## config.mk

```make
export PLATFORM = sky130hd
export DESIGN_NAME = cycle_countdown_timer
export DESIGN_NICKNAME = d
export VERILOG_FILES = /design/src/rtl/cycle_countdown_timer.sv
export SDC_FILE = /design/constraint.sdc
export NUM_CORES = 1
export LEC_CHECK = 0
export BUFFER_PORTS_ARGS = -buffer_cell sky130_fd_sc_hd__buf_2
export CORE_ASPECT_RATIO = 0.6
export CORE_MARGIN = 2
export CORE_UTILIZATION = 33
export CTS_BUF_LIST = sky130_fd_sc_hd__clkbuf_8
export CTS_CLUSTER_DIAMETER = 50
export DETAILED_ROUTE_END_ITERATION = 12
export PLACE_DENSITY = 0.62
export SLEW_MARGIN = 20
export SYNTH_ARGS = -nofsm -noshare
export SYNTH_HDL_FRONTEND = slang
export SYNTH_SLANG_ARGS = --single-unit
```

## constraint.sdc

```tcl
create_clock -name clk -period 3.22 [get_ports clk]
set_input_delay 0.644 -clock clk [delete_from_list [all_inputs] [get_ports clk]]
set_output_delay 0.644 -clock clk [all_outputs]
set_load 0.01 [all_outputs]
```

## src/rtl/cycle_countdown_timer.sv

```systemverilog
// Countdown timer: loads a duration on start, decrements remaining once every
// CLK_PER_TICK unpaused cycles, and pulses done for one cycle on expiry.
module cycle_countdown_timer #(
  parameter int CLK_PER_TICK = 50000000,
  parameter int DUR_W        = 32,
  parameter int PRE_W        = 26
) (
  input  logic             clk,
  input  logic             reset,
  input  logic             start,
  input  logic [DUR_W-1:0] duration,
  input  logic             pause,
  input  logic             abort,
  output logic             done,
  output logic             busy,
  output logic             paused,
  output logic             tick,
  output logic [DUR_W-1:0] remaining
);

  typedef enum logic [1:0] {
    S_IDLE,
    S_RUN,
    S_PAUSED,
    S_DONE
  } state_t;

  localparam logic [PRE_W-1:0] PRE_LAST = PRE_W'(CLK_PER_TICK - 1);
  localparam logic [PRE_W-1:0] PRE_ONE  = PRE_W'(1);
  localparam logic [DUR_W-1:0] DUR_ONE  = DUR_W'(1);

  state_t           state_reg, state_next;
  logic [PRE_W-1:0] prescaler_reg, prescaler_next;
  logic [DUR_W-1:0] remaining_reg, remaining_next;
  logic             tick_reg, tick_next;

  always_ff @(posedge clk) begin
    if (!reset) begin
      state_reg     <= S_IDLE;
      prescaler_reg <= '0;
      remaining_reg <= '0;
      tick_reg      <= 1'b0;
    end else begin
      state_reg     <= state_next;
      prescaler_reg <= prescaler_next;
      remaining_reg <= remaining_next;
      tick_reg      <= tick_next;
    end
  end

  always_comb begin
    state_next     = state_reg;
    prescaler_next = prescaler_reg;
    remaining_next = remaining_reg;
    tick_next      = 1'b0;

    if (abort) begin
      state_next     = S_IDLE;
      prescaler_next = '0;
      remaining_next = '0;
    end else if (start) begin
      // A (re)load always wins over a coincident terminal tick of the old count.
      prescaler_next = '0;
      if (duration == '0) begin
        state_next     = S_DONE;
        remaining_next = '0;
      end else begin
        state_next     = pause ? S_PAUSED : S_RUN;
        remaining_next = duration;
      end
    end else begin
      case (state_reg)
        S_RUN, S_PAUSED: begin
          if (pause) begin
            state_next = S_PAUSED;
          end else begin
            // Leaving PAUSED counts on the same edge, so pause cost is one-for-one.
            state_next = S_RUN;
            if (prescaler_reg == PRE_LAST) begin
              prescaler_next = '0;
              remaining_next = remaining_reg - DUR_ONE;
              tick_next      = 1'b1;
              if (remaining_reg == DUR_ONE) begin
                state_next = S_DONE;
              end
            end else begin
              prescaler_next = prescaler_reg + PRE_ONE;
            end
          end
        end
        S_DONE: state_next = S_IDLE;
        default: state_next = S_IDLE;
      endcase
    end
  end

  assign done      = (state_reg == S_DONE);
  assign busy      = (state_reg == S_RUN) || (state_reg == S_PAUSED);
  assign paused    = (state_reg == S_PAUSED);
  assign tick      = tick_reg;
  assign remaining = remaining_reg;

endmodule

```

After elaboration in Yosys (flattened, before gate mapping)
Index checks and enable logic that the tools add are counted.
{ "word_totals": {"n_memories": 0, "in_bits": 37, "reg_bits": 61, "rom_bits": 0, "elab_cells": 39, "ramBits": 0, "latch_bits": 0, "output_inout_bits": 36} }
{ "op_classes": {"bitwise_logic": 3, "reduce_logical": 10, "n_mul": 0, "mux": 14, "shift": 0, "n_eq_ne": 6, "div_mod_pow": 0, "magnitude_cmp": 0, "add_sub_neg": 2} }
{ "op_table": {"columns": ["op", "n"], "rows": [
  ["$mux W32", 5],
  ["$eq A32 B1 Y1 const B", 1],
  ["$logic_not A32 Y1", 1],
  ["$sub A32 B1 Y32 const B", 1],
  ["$add A26 B1 Y26 const B", 1],
  ["$eq A26 B26 Y1 const B", 1],
  ["$mux W26", 1],
  ["$mux W2", 7],
  ["$reduce_or A5 Y1", 1],
  ["$eq A2 B2 Y1 const B", 2],
  ["$reduce_bool A2 Y1", 2],
  ["$reduce_or A2 Y1", 2],
  ["$not A1 Y1", 3],
  ["$reduce_and A3 Y1", 1],
  ["$reduce_or A3 Y1", 1],
  ["$eq A2 B1 Y1 const B", 1],
  ["$ne A2 B2 Y1 const B", 1],
  ["$reduce_and A2 Y1", 1],
  ["$logic_or A1 B1 Y1", 1],
  ["$mux W1", 1]
]} }

Longest topological paths before layout
Gate-level depths: netlist of the first run.
{ "depth": {"word_depth": 6, "depth_mapped": 8, "mapped_depth_nobuf": 7} }

Worst setup path before layout of the first run
No wires, ideal clock.
{ "synth_path": {"kind": "register -> register", "startpoint": "reg state_reg[0]", "endpoint": "reg remaining_reg[18] (netlist: remaining[18])", "setup_time_ns": 0.130, "t_required_ns": 3.090, "period_less_slack_ns": 2.191, "path_buffers": 1, "stages_incl_launch_ff": 9, "slack_ns": 1.029, "arrival_time_ns": 2.061, "cell_sequence": "dfxtp_1 > inv_1 > ha_1 > or2_2 > nor4_4 > nand2_1 > clkbuf_1 > nor4_1 > o22ai_1"} }
{ "synth_via": {"elab_chain_cells": 4, "elab_cells_between_ends": 5, "classes_between": "eq/ne (2); reduce/logical (3)"} }
{ "synth_rtl": {"columns": ["item", "line_no", "text"], "rows": [
  ["start: declaration", "32", "state_t state_reg, state_next;"],
  ["start signal: assignment", "44", "state_reg <= state_next;"],
  ["$eq A2 B2 Y1 / $eq A2 B1 Y1 (equally long branches)", "72", "case (state_reg)"],
  ["$reduce_or A2 Y1 *", "72", null],
  ["$reduce_bool A2 Y1 (no source line) *", null, null],
  ["$reduce_and A3 Y1 (no source line) *", null, null],
  ["end signal: assignment", "46", "remaining_reg <= remaining_next;"],
  ["end: declaration", "34", "logic [DUR_W-1:0] remaining_reg, remaining_next;"]
]} }
Mark *: on every way between the ends. The rest lies on a longest branch, timed or not.
A chain may end at the register's enable or synchronous reset.

Final worst setup path of the first run
{ "layout_path": {"startpoint": "reg state_reg[0]", "endpoint": "reg remaining_reg[2] (netlist: remaining[2])"} }
Same word-level chain as after synthesis.

==> impl_metrics.ini, run 1 <==
[floorplanning]
floorplan.initialDensity = 0.343
floorplan.die.height_um = 83.0
fp-row-count = 28
die_width_um = 136
ios = 73
design.die.area_um2 = 11200
core-area_um2 = 9980

[sta]
worst_clock_skew_ps = 14.5
totalNegativeSetupSlack_ps = 0
setup_repair_after_global_routing_missed_its_margin = false
period_utilization_post_route = 0.826
worst_slew_margin_rel = 0.511
fin_worst_hold_slack_ps = 478
finalHoldViolations = 0
max_slew.worst_pin.slew_ps = 727
drv_slew = 0
shortest_clock_period_the_worst_path_allows_after_layout_ps = 2660
max_freq_mhz = 376
setup_slack_ps = 559
setup-violations-final = 0

[worst_hold_path]
hold_path.class = reg -> reg

[setup_path]
crit_path_end_kind = flip-flop
crit_path_top_delay_cell = sky130_fd_sc_hd__nand2_1
critical_path.startpoint_type = flip-flop
arrival_ps = 2870
timing.critical_path.max_delay_family = simple AND/OR/NAND/NOR gates
crit_path_max_incr_delay_ps = 450
worstSetupPathType = reg -> reg
timing.critical_path.cells = inv_1, ha_1, or2_2, nor4_4, nand2_1, nand2_1, buf_4, o22ai_1
critPathMostFrequentCell = sky130_fd_sc_hd__nand2_1
required_ps = 3420
worst-path-buf-inv = 2
worst-path-max-fanout = 25

[yosys]
synth_warnings = 0
seq_area_frac_synth = 0.356
synth_cell_type_count = 51
average_size_of_a_mapped_cell_um2 = 8.01
synth.largest_area_cell = sky130_fd_sc_hd__dfxtp_1
synth.top_cell.area_share = 0.356
syn-instance-count = 428
ys.flop_type = sky130_fd_sc_hd__dfxtp_1
asyncSetResetFlopFracSynth = 0
mappedNetlistArea_um2 = 3430
synth_edf_count = 0
synth.ff_latch_count = 61
ys_top_cells_by_area = sky130_fd_sc_hd__dfxtp_1, sky130_fd_sc_hd__nor4_1, sky130_fd_sc_hd__nor2_1
net_count_after_synthesis = 470

[power_and_ir_drop]
p_leak_nw = 1.62
power_per_cell_area_nw_per_um2 = 445
power.switching_fraction = 0.291
net-switching-power_uw = 533
totalPowerFinal_mw = 1.83
seq_power_share = 0.435
clkPwrFrac = 0.402
comb_power_share = 0.163
internal-power_mw = 1.30
ir_drop_mv = 0.168

[clock_tree]
cts_repair_resize_count = 0
holdBufCountCts = 0
htreeDepth = 3
ctsLongestPathBuffers = 2
tritoncts_clock_tree = built
clk_pin_slew_worst_paths_ps = 70
insertion_delay_ps = 360
numClockSinks = 61
cts_buffers = 9
clock_tree.root_cell = sky130_fd_sc_hd__clkbuf_8
cts_post_setup_buffers_inserted = 0

[drt]
avgViaCountPerCell = 5.66
via_count = 3607
dr.pass1.iters = 5
detail_route.wl_per_cell_um = 17.4
wirelength_um = 11100
drt_first_iter_violations = 334
drc_errors = 0
postRouteAntennaNets = 0

[final_layout]
post_route_cells_drive_above_1_share = 0.219
layout.cells.most_common_list = sky130_fd_sc_hd__buf_2, sky130_fd_sc_hd__dfxtp_1, sky130_fd_sc_hd__nor2_1
antennaDiodeCount = 0
synthToLayoutAreaGrowth_pct = 20.0
largest_register_ffs = 32
mostFrequentLayoutCell = sky130_fd_sc_hd__buf_2
num-nets-final = 539
final-instance-count-excl-fill = 637

[placement]
globalplace.congestion = 0.917
detailed_place_hpwl_um = 8390
dpl.cell_count = 621
detailedPlace.worstSlack_ps = 487
number_of_buffers_inserted_by_port_buffering = 72

[status]
run_status = completed

[grt]
grt_remaining_overflow = 0
grt_antenna_before_repair = 0
maximum_number_of_pins_on_one_net_before_global_route_repair = 30
first_global_vias = 3330
grt_pass1_wl_um = 17700
grt_util_all_layers = 0.203

[job]
timing.max_cap.violations = 0
power by group through the flow:
stage / Sequential (mW) / Clock [mW] / Combinational (mW)
after detailed placement: 0.812 / 0 / 0.288
final: 0.796 / 0.736 / 0.298
after CTS: 0.795 / 0.750 / 0.289
after global placement: 0.811 / 0 / 0.286
after global routing: 0.798 / 0.784 / 0.325
after floorplan: 0.814 / 0 / 0.177
stage by stage:
| step | utilization | cell area, um^2 |
|---|---|---|
| floorplan | - | 3430 |
| global placement | 0.391 | 3900 |
| detailed placement | 0.391 | 3900 |
| CTS | 0.412 | 4110 |
| global route | 0.412 | 4110 |
| finish | 0.412 | 4110 |
metal layers:
| layer | vias up | track usage | wire length, um |
|---|---|---|---|
| li1 | 1741 | - | - |
| met3 | 11 | 0.0714 | 1150 |
| met4 | 0 | 0.0502 | 89 |
| met2 | 152 | 0.245 | 4090 |
| met5 | - | 0 | 0 |
| met1 | 1703 | 0.325 | 5730 |
logic make-up (layout without fill, tap and decap cells):
logic type                 Yosys count  count (layout)  share of synthesized area
muxes                                6               6                     0.0175
buffers and inverters               32             106                     0.0434
DFF                                 61              61                      0.356
adders and majority gates            5               5                     0.0182
and+or+nand+nor                    218             218                      0.349
xor gates and xnor gates            29              29                     0.0741
AOI/OAI and AO/OA                   77              77                      0.142
area by class of cell:
class / instances / area, um^2
tap: 135 / 169
timing repair buffer: 79 / 413
inverter: 11 / 41.3
clock buffer: 12 / 165
fill: 1056 / 5870
multi-input combinational: 335 / 2060
sequential: 61 / 1220
clock inverter: 4 / 46.3
worst min-delay path: cells and delay by family (launching register included):
kind	cells	cell delay, ps
simple gates	1	60
compound gates	1	50
flops	1	330
cell usage after synthesis, types with 3 or more instances:
master,number
sky130_fd_sc_hd__a22oi_1,7
sky130_fd_sc_hd__nor3_1,23
sky130_fd_sc_hd__buf_2,4
sky130_fd_sc_hd__mux2i_1,6
sky130_fd_sc_hd__clkbuf_1,12
sky130_fd_sc_hd__or3_1,5
sky130_fd_sc_hd__inv_1,11
sky130_fd_sc_hd__nor4bb_1,3
sky130_fd_sc_hd__o311ai_0,3
sky130_fd_sc_hd__xnor2_1,19
sky130_fd_sc_hd__or4_1,5
sky130_fd_sc_hd__ha_1,5
sky130_fd_sc_hd__nand3_1,17
sky130_fd_sc_hd__a21oi_1,16
sky130_fd_sc_hd__a32oi_1,7
sky130_fd_sc_hd__and3_1,7
sky130_fd_sc_hd__dfxtp_1,61
sky130_fd_sc_hd__nand2_1,37
sky130_fd_sc_hd__o22ai_1,12
sky130_fd_sc_hd__o21ai_0,18
sky130_fd_sc_hd__and4_1,6
sky130_fd_sc_hd__nor4_1,31
sky130_fd_sc_hd__nand4_1,14
sky130_fd_sc_hd__xor2_1,10
sky130_fd_sc_hd__nor2_1,47
sky130_fd_sc_hd__or2_2,7
sky130_fd_sc_hd__a31oi_1,5
path summary, 6_finish.rpt:
kind / startpoint / endpoint / slack [ps] / cells past startpoint
setup / recovery: state_reg[0] / remaining[2] / 560 / 8
hold / removal: prescaler_reg[1] / prescaler_reg[1] / 480 / 2
setup reg to reg: state_reg[0] / remaining[2] / 560 / 8
hold reg to reg: prescaler_reg[1] / prescaler_reg[1] / 480 / 2
Power figures use the tool's default switching activity.
==> inputs of run 2 (changes only) <==
Settings changed: ABC_AREA set to 1, PLACE_DENSITY 0.62 to 0.63.
Clock period 3.22 ns to 2.4 ns, I/O delays scaled along.
==> impl_metrics.ini, run 2 <==
[status]
run_status = completed

[floorplanning]
floorplan.die.height_um = 91.7
ios = 73
floorplan.initialDensity = 0.345
core-area_um2 = 12300
design.die.area_um2 = 13800
fp-row-count = 31
die_width_um = 150

[grt]
grt_pass1_wl_um = 22900
grt_util_all_layers = 0.216
grt_remaining_overflow = 0
grt_antenna_before_repair = 0
gr-usage-met3 = 0.0682
grt_use_met1 = 0.364
gr-usage-met2 = 0.249
first_global_vias = 4238
grt_busiest_layer = met1
maximum_number_of_pins_on_one_net_before_global_route_repair = 26

[yosys]
synth.top_cell.area_share = 0.289
net_count_after_synthesis = 760
syn-instance-count = 718
mappedNetlistArea_um2 = 4230
synth_most_common_cell = sky130_fd_sc_hd__nand2_1
synth.largest_area_cell = sky130_fd_sc_hd__dfxtp_1
synth_warnings = 0
synth_cell_type_count = 40
ys_top_cells_by_area = sky130_fd_sc_hd__dfxtp_1, sky130_fd_sc_hd__nand2_1, sky130_fd_sc_hd__nor2_1
synth_edf_count = 0
synth.ff_latch_count = 61
ys.flop_type = sky130_fd_sc_hd__dfxtp_1
netlist_top_cells_count = sky130_fd_sc_hd__nand2_1, sky130_fd_sc_hd__nor2_1, sky130_fd_sc_hd__inv_1
average_size_of_a_mapped_cell_um2 = 5.88
asyncSetResetFlopFracSynth = 0
seq_area_frac_synth = 0.289

[placement]
detailed_place_hpwl_um = 11500
dpl.cell_count = 956
dpl_cell_area_um2 = 4840
number_of_buffers_inserted_by_port_buffering = 72
globalplace.congestion = 0.941
detailedPlace.worstSlack_ps = 306

[clock_tree]
cts_post_setup_buffers_inserted = 0
insertion_delay_ps = 350
htreeDepth = 3
clock_tree.root_cell = sky130_fd_sc_hd__clkbuf_8
cts_repair_resize_count = 0
ctsLongestPathBuffers = 2
numClockSinks = 61
cts_buffers = 9
tritoncts_clock_tree = built
clk_pin_slew_worst_paths_ps = 70
holdBufCountCts = 0

[setup_path]
worst-path-max-fanout = 16
timing.critical_path.cells = inv_1, ha_1, nor2_1, nand2_1, nor2_4, nand2_4, nand2_8, nor2_2, o21ai_1, nor2_1
required_ps = 2680
worst_r2r_startpoint = state_reg[0]
crit_path_top_delay_cell = sky130_fd_sc_hd__nor2_2
critical_path.startpoint_type = flip-flop
crit_path_max_incr_delay_ps = 460
rr_endpoint = prescaler_reg[19]
critPathMostFrequentCell = sky130_fd_sc_hd__nor2_1
worst-r2r-cell-count = 10
crit_path_end_kind = flip-flop
worst-r2r-setup-slack_ps = 300
worstSetupPathType = reg -> reg
arrival_ps = 2390

[drt]
wirelength_um = 14400
drc_errors = 0
avgViaCountPerCell = 4.93
dr.pass1.iters = 5
detail_route.wl_per_cell_um = 14.8
postRouteAntennaNets = 0
via_count = 4784
drt_first_iter_violations = 505

[sta]
setup_repair_after_global_routing_missed_its_margin = false
worst_clock_skew_ps = 9.85
max_slew.worst_pin.slew_ps = 535
drv_slew = 0
period_utilization_post_route = 0.876
totalNegativeSetupSlack_ps = 0
worst_slew_margin_rel = 0.641
max_freq_mhz = 476
shortest_clock_period_the_worst_path_allows_after_layout_ps = 2100
setup_slack_ps = 299
fin_worst_hold_slack_ps = 376
setup-violations-final = 0
finalHoldViolations = 0

[final_layout]
largest_register_ffs = 32
num-nets-final = 844
fillCellCount = 1354
layout.cells.most_common_list = sky130_fd_sc_hd__nand2_1, sky130_fd_sc_hd__nor2_1, sky130_fd_sc_hd__inv_1
final-instance-count-excl-fill = 971
post_route_cells_drive_above_1_share = 0.160
antennaDiodeCount = 0
synthToLayoutAreaGrowth_pct = 18.7
mostFrequentLayoutCell = sky130_fd_sc_hd__nand2_1
stdcell_area_um2 = 5020
finish.utilization = 0.409

[power_and_ir_drop]
ir_drop_mv = 0.232
power_per_cell_area_nw_per_um2 = 501
totalPowerFinal_mw = 2.51
p_leak_nw = 2.48

[worst_hold_path]
hold-path-cell-count = 3
hold-path-endpoint = remaining[0]
holdCritStartpoint = duration[0]
hold_path.class = in -> reg

[job]
timing.max_cap.violations = 0
## run 2: cell types whose count changed after synthesis, sizes merged, moves of 8 or more
cell and change:
a21oi +8, inv +79, o21ai +19, nor4 -34, nand3 +44, or2 -8
o22ai -9, nor2 +105, nand2 +173, xnor2 -16
## run 2: cell families (layout without fill, tap and decap cells)
group	after synthesis	after routing	synth area share
flops	61	61	0.289
compound gates	76	76	0.0989
buf+inv	105	193	0.0971
xor+xnor	6	6	0.0124
mux	4	4	0.00948
fa+ha+maj	5	5	0.0148
simple gates	461	461	0.478
## run 2: worst max path at each step
stage	startpoint	to	depth (start not counted)
final	state_reg[0]	prescaler_reg[19]	10
after CTS	state_reg[0]	prescaler_reg[19]	10
after global placement	state_reg[0]	remaining[26]	10
after floorplan	state_reg[0]	prescaler_reg[19]	10
after global routing	state_reg[0]	prescaler_reg[17]	10
after detailed placement	state_reg[0]	prescaler_reg[19]	10
## run 2: cell type report
class | count | area, um^2 | area share
clock inverter | 3 | 12.5 | 0.00249
sequential | 61 | 1220 | 0.243
inverter | 90 | 338 | 0.0673
timing repair buffer | 88 | 480 | 0.0958
multi-input combinational | 552 | 2590 | 0.517
tap | 165 | 206 | 0.0411
clock buffer | 12 | 165 | 0.0329
## run 2: layer usage
metal,vias to the layer above,wire (um)
met2,227,4770
met5,-,0
met3,16,1570
li1,2448,-
met4,0,154
met1,2093,7860
## run 2: where the power goes
group	switching [mW]	internal, mW	total (mW)
clock network	0.417	0.445	0.862
logic	0.390	0.193	0.583
registers	0.0330	1.03	1.07
total	0.840	1.67	2.51
## run 2: worst max-delay path: cells and delay by family, from the launching register on
kind                       cells  cell delay, ps
adders and majority gates      1             320
DFF                            1             340
AOI/OAI and AO/OA              1             130
and+or+nand+nor                7            1190
buffers and inverters          1              50
==> inputs of run 3 (changes only) <==
Settings changed: ABC_AREA 1 to unset, PLACE_DENSITY 0.63 to 0.62.
Clock period 2.4 ns to 2.2 ns, I/O delays scaled along.
==> impl_metrics.ini, run 3 (synthesized netlist as in run 1, its figures left out) <==
[setup_path]
rr_endpoint = remaining[26]
worst-r2r-cell-count = 8
crit_path_start = remaining[1]
worstSetupPathType = reg -> reg
worst-r2r-setup-slack_ps = 80
worst_r2r_startpoint = remaining[1]
required_ps = 2430
worst-path-max-fanout = 4
arrival_ps = 2350
critical_path.startpoint_type = flip-flop
crit_path_end_kind = flip-flop

[drt]
drt_first_iter_violations = 416
via_count = 3841
detail_route.wl_per_cell_um = 17.5
drc_errors = 0
postRouteAntennaNets = 0
wirelength_um = 11800
dr.pass1.iters = 4
avgViaCountPerCell = 5.70

[sta]
setup_repair_after_global_routing_missed_its_margin = false
setup-violations-final = 0
worst_slew_margin_rel = 0.549
finalHoldViolations = 0
shortest_clock_period_the_worst_path_allows_after_layout_ps = 2120
worst_clock_skew_ps = 6.93
drv_slew = 0
max_freq_mhz = 472
totalNegativeSetupSlack_ps = 0
period_utilization_post_route = 0.963
max_slew.worst_pin.slew_ps = 670

[final_layout]
mostFrequentLayoutCell = sky130_fd_sc_hd__buf_2
post_route_cells_drive_above_1_share = 0.289
fillCellCount = 1000
largest_register_ffs = 32
antennaDiodeCount = 0
synthToLayoutAreaGrowth_pct = 30.5
layout.cells.most_common_list = sky130_fd_sc_hd__buf_2, sky130_fd_sc_hd__dfxtp_1, sky130_fd_sc_hd__nor2_1
num-nets-final = 577
stdcell_area_um2 = 4470

[power_and_ir_drop]
power_per_cell_area_nw_per_um2 = 565
ir_drop_mv = 0.277
p_leak_nw = 1.86

[clock_tree]
clk_pin_slew_worst_paths_ps = 70
cts_buffers = 9
clock_tree.root_cell = sky130_fd_sc_hd__clkbuf_8
insertion_delay_ps = 350
htreeDepth = 3
numClockSinks = 61
tritoncts_clock_tree = built
ctsLongestPathBuffers = 2

[grt]
maximum_number_of_pins_on_one_net_before_global_route_repair = 26
grt_util_all_layers = 0.208
grt_use_met1 = 0.335
grt_remaining_overflow = 0
grt_busiest_layer = met1
grt_antenna_before_repair = 0
first_global_vias = 3258
grt_pass1_wl_um = 18100
gr-usage-met3 = 0.0818
gr-usage-met2 = 0.242

[floorplanning]
ios = 73
fp-row-count = 28
core-area_um2 = 9980
floorplan.initialDensity = 0.343
die_width_um = 136
design.die.area_um2 = 11200
floorplan.die.height_um = 83.0

[worst_hold_path]
hold-path-cell-count = 3
hold-path-endpoint = remaining[22]
hold_path.class = in -> reg
holdCritStartpoint = duration[22]

[placement]
number_of_buffers_inserted_by_port_buffering = 72
detailed_place_hpwl_um = 8930
dpl_cell_area_um2 = 4180
globalplace.congestion = 0.980

[job]
timing.max_cap.violations = 0

[status]
run_status = completed
[run 3: cell types whose count changed in the layout (fill, tap and decap cells not counted), sizes merged, moves of 16 or more]
cell and change:
nor4 +34, buf +29, xnor2 +16, nor2 -105
nand3 -44, o21ai -19, inv -78, nand2 -173
[run 3: worst max-delay path: stages, from the launching register on]
cell	delay [ps]
sky130_fd_sc_hd__dfxtp_1	310
sky130_fd_sc_hd__inv_1	70
sky130_fd_sc_hd__ha_1	150
sky130_fd_sc_hd__or3b_2	550
sky130_fd_sc_hd__nor4_1	360
sky130_fd_sc_hd__nand4_1	150
sky130_fd_sc_hd__buf_4	180
sky130_fd_sc_hd__mux2i_1	150
sky130_fd_sc_hd__nand2_1	70
[run 3: worst max path at each step]
| stage | depth (start not counted) | endpoint |
|---|---|---|
| 2_1_floorplan | 8 | remaining[18] |
| 3_3_place_gp | 8 | prescaler_reg[25] |
| 3_5_place_dp | 8 | prescaler_reg[25] |
| 4_1_cts | 8 | prescaler_reg[21] |
| 5_1_grt | 7 | remaining[10] |
| 6_report | 8 | remaining[26] |
[run 3: cell type report]
type                    count  area (um^2)  share of cell area
inverters                  11         41.3             0.00923
flip-flops and latches     61         1220               0.273
multi-input cells         335         2160               0.483
clock inverters             5         21.3             0.00476
clock buffers              10          138              0.0308
repair buffers            117          722               0.161
well taps                 135          169              0.0378
[run 3: stage by stage]
stage                     worst slack [ps]  hold WS [ps]  power (mW)  std cells  utilization
after floorplan                       8.59           449        1.45        428            -
after global placement                37.9           460        1.67        656        0.418
after detailed placement             -42.8           475        1.67        656        0.418
after CTS                             2.54           332        2.52        671        0.437
after global routing                  8.31           373        2.65        674        0.448
final                                 80.5           352        2.53        674        0.448
[run 3: repair_timing]
item	in CTS	in global routing
setup buffers	0	3
gates resized for setup	4	17
hold buffers	0	0
endpoints found under the setup margin	6	26
gates cloned	0	0
pin swaps	1	4
[run 3: per-layer routing]
| layer | wire length [um] | vias to the layer above |
|---|---|---|
| li1 | - | 1819 |
| met1 | 5880 | 1783 |
| met2 | 4330 | 222 |
| met3 | 1380 | 17 |
| met4 | 178 | 0 |
| met5 | 0 | - |
[run 3: where the power goes]
part / internal, mW / switching [mW]
Sequential: 1.13 / 0.0338
Clock: 0.416 / 0.429
Combinational: 0.212 / 0.308
Total: 1.76 / 0.771
